===== src/rtl/ex_stage_pkg.sv =====
// rtl/ex_stage_pkg.sv - shared cpu package: widths, operator/category codes, divider states
package ex_stage_pkg;

  localparam int OP_W       = 8;
  localparam int CAT_W      = 3;
  localparam int REG_ADDR_W = 5;
  localparam int DATA_W     = 32;

  // Result class chosen by decode
  typedef enum logic [CAT_W-1:0] {
    CAT_NOP   = 3'd0,
    CAT_LOGIC = 3'd1,
    CAT_SHIFT = 3'd2,
    CAT_MOVE  = 3'd3
  } alu_cat_e;

  // Operator codes; immediate forms (ORI/ANDI/XORI/LUI) and variable shifts reuse these
  localparam logic [OP_W-1:0] OP_NOP  = 8'h00;
  localparam logic [OP_W-1:0] OP_AND  = 8'h24;
  localparam logic [OP_W-1:0] OP_OR   = 8'h25;
  localparam logic [OP_W-1:0] OP_XOR  = 8'h26;
  localparam logic [OP_W-1:0] OP_NOR  = 8'h27;
  localparam logic [OP_W-1:0] OP_SLL  = 8'h7C;
  localparam logic [OP_W-1:0] OP_SRL  = 8'h02;
  localparam logic [OP_W-1:0] OP_SRA  = 8'h03;
  localparam logic [OP_W-1:0] OP_MOVZ = 8'h0A;
  localparam logic [OP_W-1:0] OP_MOVN = 8'h0B;
  localparam logic [OP_W-1:0] OP_MFHI = 8'h10;
  localparam logic [OP_W-1:0] OP_MTHI = 8'h11;
  localparam logic [OP_W-1:0] OP_MFLO = 8'h12;
  localparam logic [OP_W-1:0] OP_MTLO = 8'h13;
  localparam logic [OP_W-1:0] OP_DIV  = 8'h1A;
  localparam logic [OP_W-1:0] OP_DIVU = 8'h1B;

  // Iterative divider states
  typedef enum logic [1:0] {
    DIV_IDLE = 2'd0,
    DIV_RUN  = 2'd1,
    DIV_DONE = 2'd2
  } div_state_e;

  // Magnitude of an operand; unsigned operands pass through untouched
  function automatic logic [DATA_W-1:0] abs_val(input logic [DATA_W-1:0] v, input logic is_signed);
    return (is_signed && v[DATA_W-1]) ? -v : v;
  endfunction

endpackage


===== src/rtl/ex_divider.sv =====
// rtl/ex_divider.sv - restoring 1-bit/cycle divider, 32 iterations, sign fix-up on the outputs
module ex_divider
  import ex_stage_pkg::*;
(
  input  logic              clk,
  input  logic              reset,
  input  logic              start,
  input  logic              is_signed,
  input  logic [DATA_W-1:0] dividend,
  input  logic [DATA_W-1:0] divisor,
  input  logic              annul,
  output logic              busy,
  output logic              done,
  output logic [DATA_W-1:0] quotient,
  output logic [DATA_W-1:0] remainder
);

  div_state_e        state_q;
  logic [4:0]        count_q;
  logic [DATA_W-1:0] quo_q;
  logic [DATA_W-1:0] rem_q;
  logic [DATA_W-1:0] dvs_q;
  logic              neg_quo_q;
  logic              neg_rem_q;
  logic              dvs_zero_q;
  logic              busy_q;
  logic              done_q;

  logic [DATA_W:0]   trial;
  logic [DATA_W-1:0] sub;
  logic              fits;

  // Shift the next dividend bit into the partial remainder; the low 32 bits of
  // the wrapped subtraction are exact whenever the divisor fits
  assign trial = {rem_q, quo_q[DATA_W-1]};
  assign fits  = (trial >= {1'b0, dvs_q});
  assign sub   = trial[DATA_W-1:0] - dvs_q;

  // Divide FSM and datapath; annul or reset returns to IDLE without producing a result
  always_ff @(posedge clk) begin
    if (reset) begin
      state_q    <= DIV_IDLE;
      count_q    <= '0;
      quo_q      <= '0;
      rem_q      <= '0;
      dvs_q      <= '0;
      neg_quo_q  <= 1'b0;
      neg_rem_q  <= 1'b0;
      dvs_zero_q <= 1'b0;
      busy_q     <= 1'b0;
      done_q     <= 1'b0;
    end else if (annul) begin
      state_q <= DIV_IDLE;
      busy_q  <= 1'b0;
      done_q  <= 1'b0;
    end else begin
      case (state_q)
        DIV_IDLE: begin
          if (start) begin
            state_q    <= DIV_RUN;
            busy_q     <= 1'b1;
            count_q    <= '0;
            rem_q      <= '0;
            quo_q      <= abs_val(dividend, is_signed);
            dvs_q      <= abs_val(divisor, is_signed);
            neg_quo_q  <= is_signed && (dividend[DATA_W-1] ^ divisor[DATA_W-1]);
            neg_rem_q  <= is_signed && dividend[DATA_W-1];
            dvs_zero_q <= (divisor == '0);
          end
        end
        DIV_RUN: begin
          rem_q <= fits ? sub : trial[DATA_W-1:0];
          quo_q <= {quo_q[DATA_W-2:0], fits};
          if (count_q == 5'd31) begin
            state_q <= DIV_DONE;
            busy_q  <= 1'b0;
            done_q  <= 1'b1;
          end else begin
            count_q <= count_q + 5'd1;
          end
        end
        DIV_DONE: begin
          state_q <= DIV_IDLE;
          done_q  <= 1'b0;
        end
        default: begin
          state_q <= DIV_IDLE;
          busy_q  <= 1'b0;
          done_q  <= 1'b0;
        end
      endcase
    end
  end

  assign busy = busy_q;
  assign done = done_q;

  // Divide by zero reports all-ones quotient; remainder sign restores the dividend itself
  assign quotient  = dvs_zero_q ? '1 : (neg_quo_q ? -quo_q : quo_q);
  assign remainder = neg_rem_q ? -rem_q : rem_q;

endmodule


===== src/rtl/ex_stage.sv =====
// rtl/ex_stage.sv - execute stage: ALU result, HI/LO registers, iterative divide when EX_DIVIDER_EN is defined
module ex_stage
  import ex_stage_pkg::*;
(
  input  logic                  clk,
  input  logic                  reset,
  input  logic                  annul,
  input  logic [OP_W-1:0]       alu_operator,
  input  logic [CAT_W-1:0]      alu_category,
  input  logic [DATA_W-1:0]     alu_operand1,
  input  logic [DATA_W-1:0]     alu_operand2,
  input  logic                  write_enable,
  input  logic [REG_ADDR_W-1:0] write_addr,
  output logic                  ex_write_enable,
  output logic [REG_ADDR_W-1:0] ex_write_addr,
  output logic [DATA_W-1:0]     ex_write_data,
  output logic [DATA_W-1:0]     hi,
  output logic [DATA_W-1:0]     lo,
  output logic                  stall_request
);

  logic [DATA_W-1:0] hi_q, hi_d;
  logic [DATA_W-1:0] lo_q, lo_d;
  logic [DATA_W-1:0] alu_result;
  logic [4:0]        shamt;
  logic              div_wb;
  logic [DATA_W-1:0] div_quotient;
  logic [DATA_W-1:0] div_remainder;

  assign shamt = alu_operand1[4:0];

  // Result select by category; unrecognised operator/category pairs give zero
  always_comb begin
    alu_result = '0;
    case (alu_category)
      CAT_LOGIC: begin
        case (alu_operator)
          OP_OR:   alu_result = alu_operand1 | alu_operand2;
          OP_AND:  alu_result = alu_operand1 & alu_operand2;
          OP_XOR:  alu_result = alu_operand1 ^ alu_operand2;
          OP_NOR:  alu_result = ~(alu_operand1 | alu_operand2);
          default: alu_result = '0;
        endcase
      end
      CAT_SHIFT: begin
        case (alu_operator)
          OP_SLL:  alu_result = alu_operand2 << shamt;
          OP_SRL:  alu_result = alu_operand2 >> shamt;
          OP_SRA:  alu_result = $unsigned($signed(alu_operand2) >>> shamt);
          default: alu_result = '0;
        endcase
      end
      CAT_MOVE: begin
        case (alu_operator)
          OP_MFHI:          alu_result = hi_q;
          OP_MFLO:          alu_result = lo_q;
          OP_MOVN, OP_MOVZ: alu_result = alu_operand1;
          default:          alu_result = '0;
        endcase
      end
      default: alu_result = '0;
    endcase
  end

  assign ex_write_enable = write_enable & ~annul & ~reset;
  assign ex_write_addr   = write_addr;
  assign ex_write_data   = reset ? '0 : alu_result;

`ifdef EX_DIVIDER_EN
  logic div_op;
  logic div_start;
  logic div_busy;
  logic div_done;

  assign div_op    = (alu_operator == OP_DIV) || (alu_operator == OP_DIVU);
  assign div_start = div_op && !annul;

  ex_divider u_div (
    .clk       (clk),
    .reset     (reset),
    .start     (div_start),
    .is_signed (alu_operator == OP_DIV),
    .dividend  (alu_operand1),
    .divisor   (alu_operand2),
    .annul     (annul),
    .busy      (div_busy),
    .done      (div_done),
    .quotient  (div_quotient),
    .remainder (div_remainder)
  );

  // Stall while a divide waits to start in IDLE and for all of RUN; DONE releases the pipe
  assign stall_request = !reset && !annul && (div_busy || (div_op && !div_done));
  assign div_wb        = div_done && !annul;
`else
  assign stall_request = 1'b0;
  assign div_wb        = 1'b0;
  assign div_quotient  = '0;
  assign div_remainder = '0;
`endif

  // HI/LO next state: MTHI/MTLO load operand1, a completing divide overrides them
  always_comb begin
    hi_d = hi_q;
    lo_d = lo_q;
    if (!annul) begin
      if (alu_operator == OP_MTHI) hi_d = alu_operand1;
      if (alu_operator == OP_MTLO) lo_d = alu_operand1;
    end
    if (div_wb) begin
      hi_d = div_remainder;
      lo_d = div_quotient;
    end
  end

  // HI/LO registers
  always_ff @(posedge clk) begin
    if (reset) begin
      hi_q <= '0;
      lo_q <= '0;
    end else begin
      hi_q <= hi_d;
      lo_q <= lo_d;
    end
  end

  assign hi = hi_q;
  assign lo = lo_q;

endmodule

===== config.mk =====
export PLATFORM = sky130hd
export DESIGN_NAME = ex_stage
export DESIGN_NICKNAME = d
export VERILOG_FILES = /design/src/rtl/ex_stage_pkg.sv /design/src/rtl/ex_divider.sv /design/src/rtl/ex_stage.sv
export SDC_FILE = /design/constraint.sdc
export NUM_CORES = 1
export LEC_CHECK = 0
export ABC_AREA = 1
export CORE_MARGIN = 2
export CORE_UTILIZATION = 67
export DETAILED_ROUTE_END_ITERATION = 16
export DONT_BUFFER_PORTS = 1
export GPL_TIMING_DRIVEN = 0
export PLACE_DENSITY = 0.91
export SLEW_MARGIN = 20
export SYNTH_ARGS = -nofsm -noshare
export SYNTH_HDL_FRONTEND = slang
export SYNTH_HIERARCHICAL = 1
export SYNTH_SLANG_ARGS = --single-unit

===== constraint.sdc =====
create_clock -name clk -period 2.3 [get_ports clk]
set_input_delay 0.23 -clock clk [delete_from_list [all_inputs] [get_ports clk]]
set_output_delay 0.23 -clock clk [all_outputs]
set_load 0.005 [all_outputs]

==> results of run 1 <==
kinds of logic after synthesis:
logic type	synth area share
AO/OA/AOI/OAI	0.161
adder cells (fa/ha/maj)	0.0911
AND/OR/NAND/NOR	0.500
other	0.000414
flip-flops	0.141
buffers and inverters	0.107
layer usage:
metal / GRT overflow / GRT usage
met3: 0 / 0.462
met1: 0 / 0.684
met5: 0 / 0.110
met4: 2 / 0.589
met2: 1 / 0.820
timing repair:
action                                  in CTS
endpoints found under the setup margin       2
setup buffers                                0
gates resized for setup                      2
cloned                                       0
metrics by stage:
stage | area, sq um | hold slack (ns)
floorplan | 9070 | 0.414
global placement | 9290 | 0.426
detailed placement | 9290 | 0.433
CTS | 9610 | 0.0831
==> run metrics, run 1 <==
number of buffer cells added on primary ports=0; run status=stopped before the end; buffers from clock root to sink, at most=2; global-route wire length before repair=71.7 mm; post-synthesis average cell area=roughly 5.5 sq um; number of buffers inserted by hold repair at cts=0; run-stopping error=[ERROR GRT-0116] Global routing finished with congestion. Check the congestion regions in the DRC Viewer.; top post-synthesis cells by count=sky130_fd_sc_hd__nand2_1, sky130_fd_sc_hd__nand3_1, sky130_fd_sc_hd__nor2_1; worst setup slack before clock tree synthesis=-0.0901 ns; clock buffer count from CTS=9; post-synth top area cell=sky130_fd_sc_hd__nand2_1; post-synthesis cell area=9070 sq um; die extent in x=120 um; EDFF count, synth=0; portion of the post-synthesis area used by sequential elements=0.141; ports placed on the boundary=187; DP Cell Count=1819; number of H-tree levels=3; synthesis warning total=6; GPL Wtd Cong=1.40; global-route usage over all layers=0.647; floorplan die height=120 um; number of storage elements in the synthesis netlist=64; starting utilization of the core area=0.685; gate count after technology mapping=1643; final global-route overflow total=3; total nets after synthesis=around 1800; area share of the leading cell type in the synthesized netlist=0.208; Async SR Flop Fraction=0; hpwl dp=32.9 mm; vias in the first global route=12700; top-count cell post-synth=sky130_fd_sc_hd__nand2_1; number of placement rows=42; Failed at=global routing (5_1_grt); commonest register cell after synthesis=sky130_fd_sc_hd__dfxtp_1; largest cells by area after synthesis=sky130_fd_sc_hd__nand2_1, sky130_fd_sc_hd__nand3_1, sky130_fd_sc_hd__dfxtp_1, sky130_fd_sc_hd__ha_1, sky130_fd_sc_hd__nor2_1; Clock Tree Root=sky130_fd_sc_hd__clkbuf_16; maximum number of pins on one net before global-route repair=13; # clock sinks=64; post-synthesis cell type count=39
==> inputs of run 2 (changes only) <==
--- a/config.mk
+++ b/config.mk
@@ -7,11 +7,11 @@
 export LEC_CHECK = 0
 export ABC_AREA = 1
 export CORE_MARGIN = 2
-export CORE_UTILIZATION = 67
+export CORE_UTILIZATION = 40
 export DETAILED_ROUTE_END_ITERATION = 16
 export DONT_BUFFER_PORTS = 1
 export GPL_TIMING_DRIVEN = 0
-export PLACE_DENSITY = 0.91
+export PLACE_DENSITY_LB_ADDON = 0.15
 export SLEW_MARGIN = 20
 export SYNTH_ARGS = -nofsm -noshare
 export SYNTH_HDL_FRONTEND = slang
==> run metrics, run 2 <==
post-synthesis cell type count=39; max-slew violation total from the final report=0; final worst setup slack=-0.0144 ns; TritonCTS clock tree=built; CP max stage cell=sky130_fd_sc_hd__a21oi_1; gate count after technology mapping=1643; buffers from clock root to sink, at most=2; portion of the post-synthesis area used by sequential elements=0.141; floorplan die height=approximately 150 um; Max-Cap Viols=0; Clock Tree Root=sky130_fd_sc_hd__clkbuf_16; time the worst path needs with I/O delays and setup=2.31 ns; post-synth top area cell=sky130_fd_sc_hd__nand2_1; Peak VDD IR=roughly 0.00033 V; top-count cell post-synth=sky130_fd_sc_hd__nand2_1; layout cell share with drive strength beyond 1=0.109; Async SR Flop Fraction=0; # clock sinks=64; post-synthesis cell area=9070 sq um; Worst Setup Start Kind=primary input; commonest register cell after synthesis=sky130_fd_sc_hd__dfxtp_1; peak per-stage delay on the critical path=around 0.31 ns; leakage component of the power=4.54 nW; series of cell instances along the critical path=buf_4, clkinv_2, buf_6, nand2_1, nand3_1, nand2_1, o21ai_1, nand2_1, o211ai_1, nand2_1, a21oi_1; wire length per cell=approximately 27 um; standard cell core area=22400 sq um; post-synthesis average cell area=roughly 5.5 sq um; Net Sw Power=0.00135 W; ports placed on the boundary=187; transition time of the tightest slew-check pin=0.879 ns; top post-synthesis cells by count=sky130_fd_sc_hd__nand2_1, sky130_fd_sc_hd__nand3_1, sky130_fd_sc_hd__nor2_1; worst min-delay path category=primary input to register; die extent in x=155 um; final core utilization=0.445; violations in the final reports=setup timing; max-slew headroom at the worst pin=0.414; number of setup violations in the final report=5; signal arrival time at the worst endpoint=2.08 ns; synthesis warning total=6; vias in the first global route=11300; DR DRC count=0; maximum number of pins on one net before global-route repair=13; Critical Path Sink Type=output port; largest cells by area after synthesis=sky130_fd_sc_hd__nand2_1, sky130_fd_sc_hd__nand3_1, sky130_fd_sc_hd__dfxtp_1, sky130_fd_sc_hd__ha_1, sky130_fd_sc_hd__nor2_1; clock slew at reported path FFs=approximately 0.06 ns; RSZ-0062 raised after global routing=yes; net count of the finished layout=~1800; number of buffers inserted by hold repair at cts=0; Critical Path RT=2.07 ns; number of filler instances in the final layout=2497; number of buffer cells added on primary ports=0; global-route wire length before repair=75.8 mm; total nets after synthesis=1793; number of hold-slack violations in the final timing report=0; overall die area=23900 sq um; number of H-tree levels=3; worst clock skew=0 ns; combinational power share=0.305; final global-route overflow total=0; DR iter-0 viols=1495; antenna violations before repair=0; PD cells=360 nW/um^2; highest clock rate=432 MHz; hpwl dp=roughly 43 mm; Worst Path Class, Setup=primary input to output port; area share of the leading cell type in the synthesized netlist=0.208; most frequent cell on the critical path=sky130_fd_sc_hd__nand2_1; Final Routed Wirelength=52.9 mm; clock buffer count from CTS=9; clock share of power=0.384; placed instance area=about 9400 sq um; global-route usage over all layers=0.430; Int Power=0.00223 W; drt first pass iters=6; Layout Cell Area excl Fill=~10000 sq um; largest driver fanout on the critical path=10; Switching Share=0.377; run status=finished, violations left; GPL Wtd Cong=1.09; number of storage elements in the synthesis netlist=64; area added between synthesis and finish=10.0%; most common library cell in the layout ignoring fill and taps=sky130_fd_sc_hd__nand2_1; ANT cells=0; hold_ws=0.0937 ns; total number of vias=around 12000; total negative setup slack=-0.0402 ns; Final period util=1.01; share of power burned in registers=0.311; starting utilization of the core area=0.404; clock network latency to the later pin of the worst-skew pair=0.33 ns; via-per-instance ratio=6.22; Antenna Nets Post-Route=0; number of placement rows=55; most used cells in the layout excluding fill and tap cells=sky130_fd_sc_hd__nand2_1, sky130_fd_sc_hd__nand3_1, sky130_fd_sc_hd__nor2_1; EDFF count, synth=0
[run 2: cell counts after synthesis]
No cell type changed its count.
[run 2: worst paths after layout]
kind | startpoint | endpoint | slack (ns) | cells past startpoint
worst max-delay path | alu_operand1[0] | ex_write_data[11] | -0.01 | 11
worst min-delay path | alu_operand1[14] | lo[14]$_SDFFE_PP0P_ | 0.09 | 2
worst max register to register | lo[29]$_SDFFE_PP0P_ | lo[29]$_SDFFE_PP0P_ | 1.55 | 2
worst min register to register | hi[10]$_SDFFE_PP0P_ | hi[10]$_SDFFE_PP0P_ | 0.53 | 2
[run 2: layout make-up]
cell class	instances	area, sq um	area share
Buffer	105	627	0.0628
Inverter	109	413	0.0414
Timing Repair Buffer	4	42.5	0.00426
Multi-Input combinational cell	1365	6970	0.698
Clock inverter	6	60.1	0.00602
Tap cell	285	357	0.0358
Sequential cell	64	1280	0.128
Clock buffer	10	229	0.0230
[run 2: kinds of logic (layout without fill, tap and decap cells)]
logic type / after synthesis / in the layout / share of synthesized area
other: 1 / 1 / 0.000414
adder cells (fa/ha/maj): 66 / 66 / 0.0911
AO/OA/AOI/OAI: 248 / 248 / 0.161
buffers and inverters: 214 / 234 / 0.107
flip-flops: 64 / 64 / 0.141
AND/OR/NAND/NOR: 1050 / 1050 / 0.500
[run 2: worst max-delay path, delay by kind of cell]
| family | cells | cell delay [ns] |
|---|---|---|
| buffers and inverters | 3 | 0.47 |
| and+or+nand+nor | 5 | 0.67 |
| AOI/OAI and AO/OA | 3 | 0.71 |
[run 2: per-stage QoR]
stage	cells	worst slack, ns	power [W]
global placement	1928	-0.463	0.00215
global route	1948	-0.0257	0.00370
finish	1948	-0.0144	0.00359
floorplan	1643	0.481	0.00180
detailed placement	1928	-0.433	0.00214
CTS	1944	-0.0866	0.00350
[run 2: layer usage]
layer | routed length, um | track usage | vias to the layer above
met1 | 19800 | 0.518 | 5608
met5 | 0 | 0 | -
met4 | 4630 | 0.310 | 0
met3 | 5260 | 0.0790 | 235
met2 | 23200 | 0.688 | 799
li1 | - | - | 5482
[run 2: power by group through the flow]
| stage | logic (W) | registers (W) | clock network, W |
|---|---|---|---|
| 2_1_floorplan | 0.000661 | 0.00114 | 0 |
| 3_3_place_gp | 0.00101 | 0.00114 | 0 |
| 3_5_place_dp | 0.00100 | 0.00114 | 0 |
| 4_1_cts | 0.00102 | 0.00111 | 0.00136 |
| 5_1_grt | 0.00116 | 0.00111 | 0.00143 |
| 6_report | 0.00109 | 0.00111 | 0.00138 |
[run 2: timing repair]
item                                    in CTS  in global routing
buffers inserted                             0                  4
resized for setup                           36                 56
endpoints found under the setup margin      25                 30
pin swaps                                    0                  6
No activity file was read; power rests on OpenSTA's default activity.
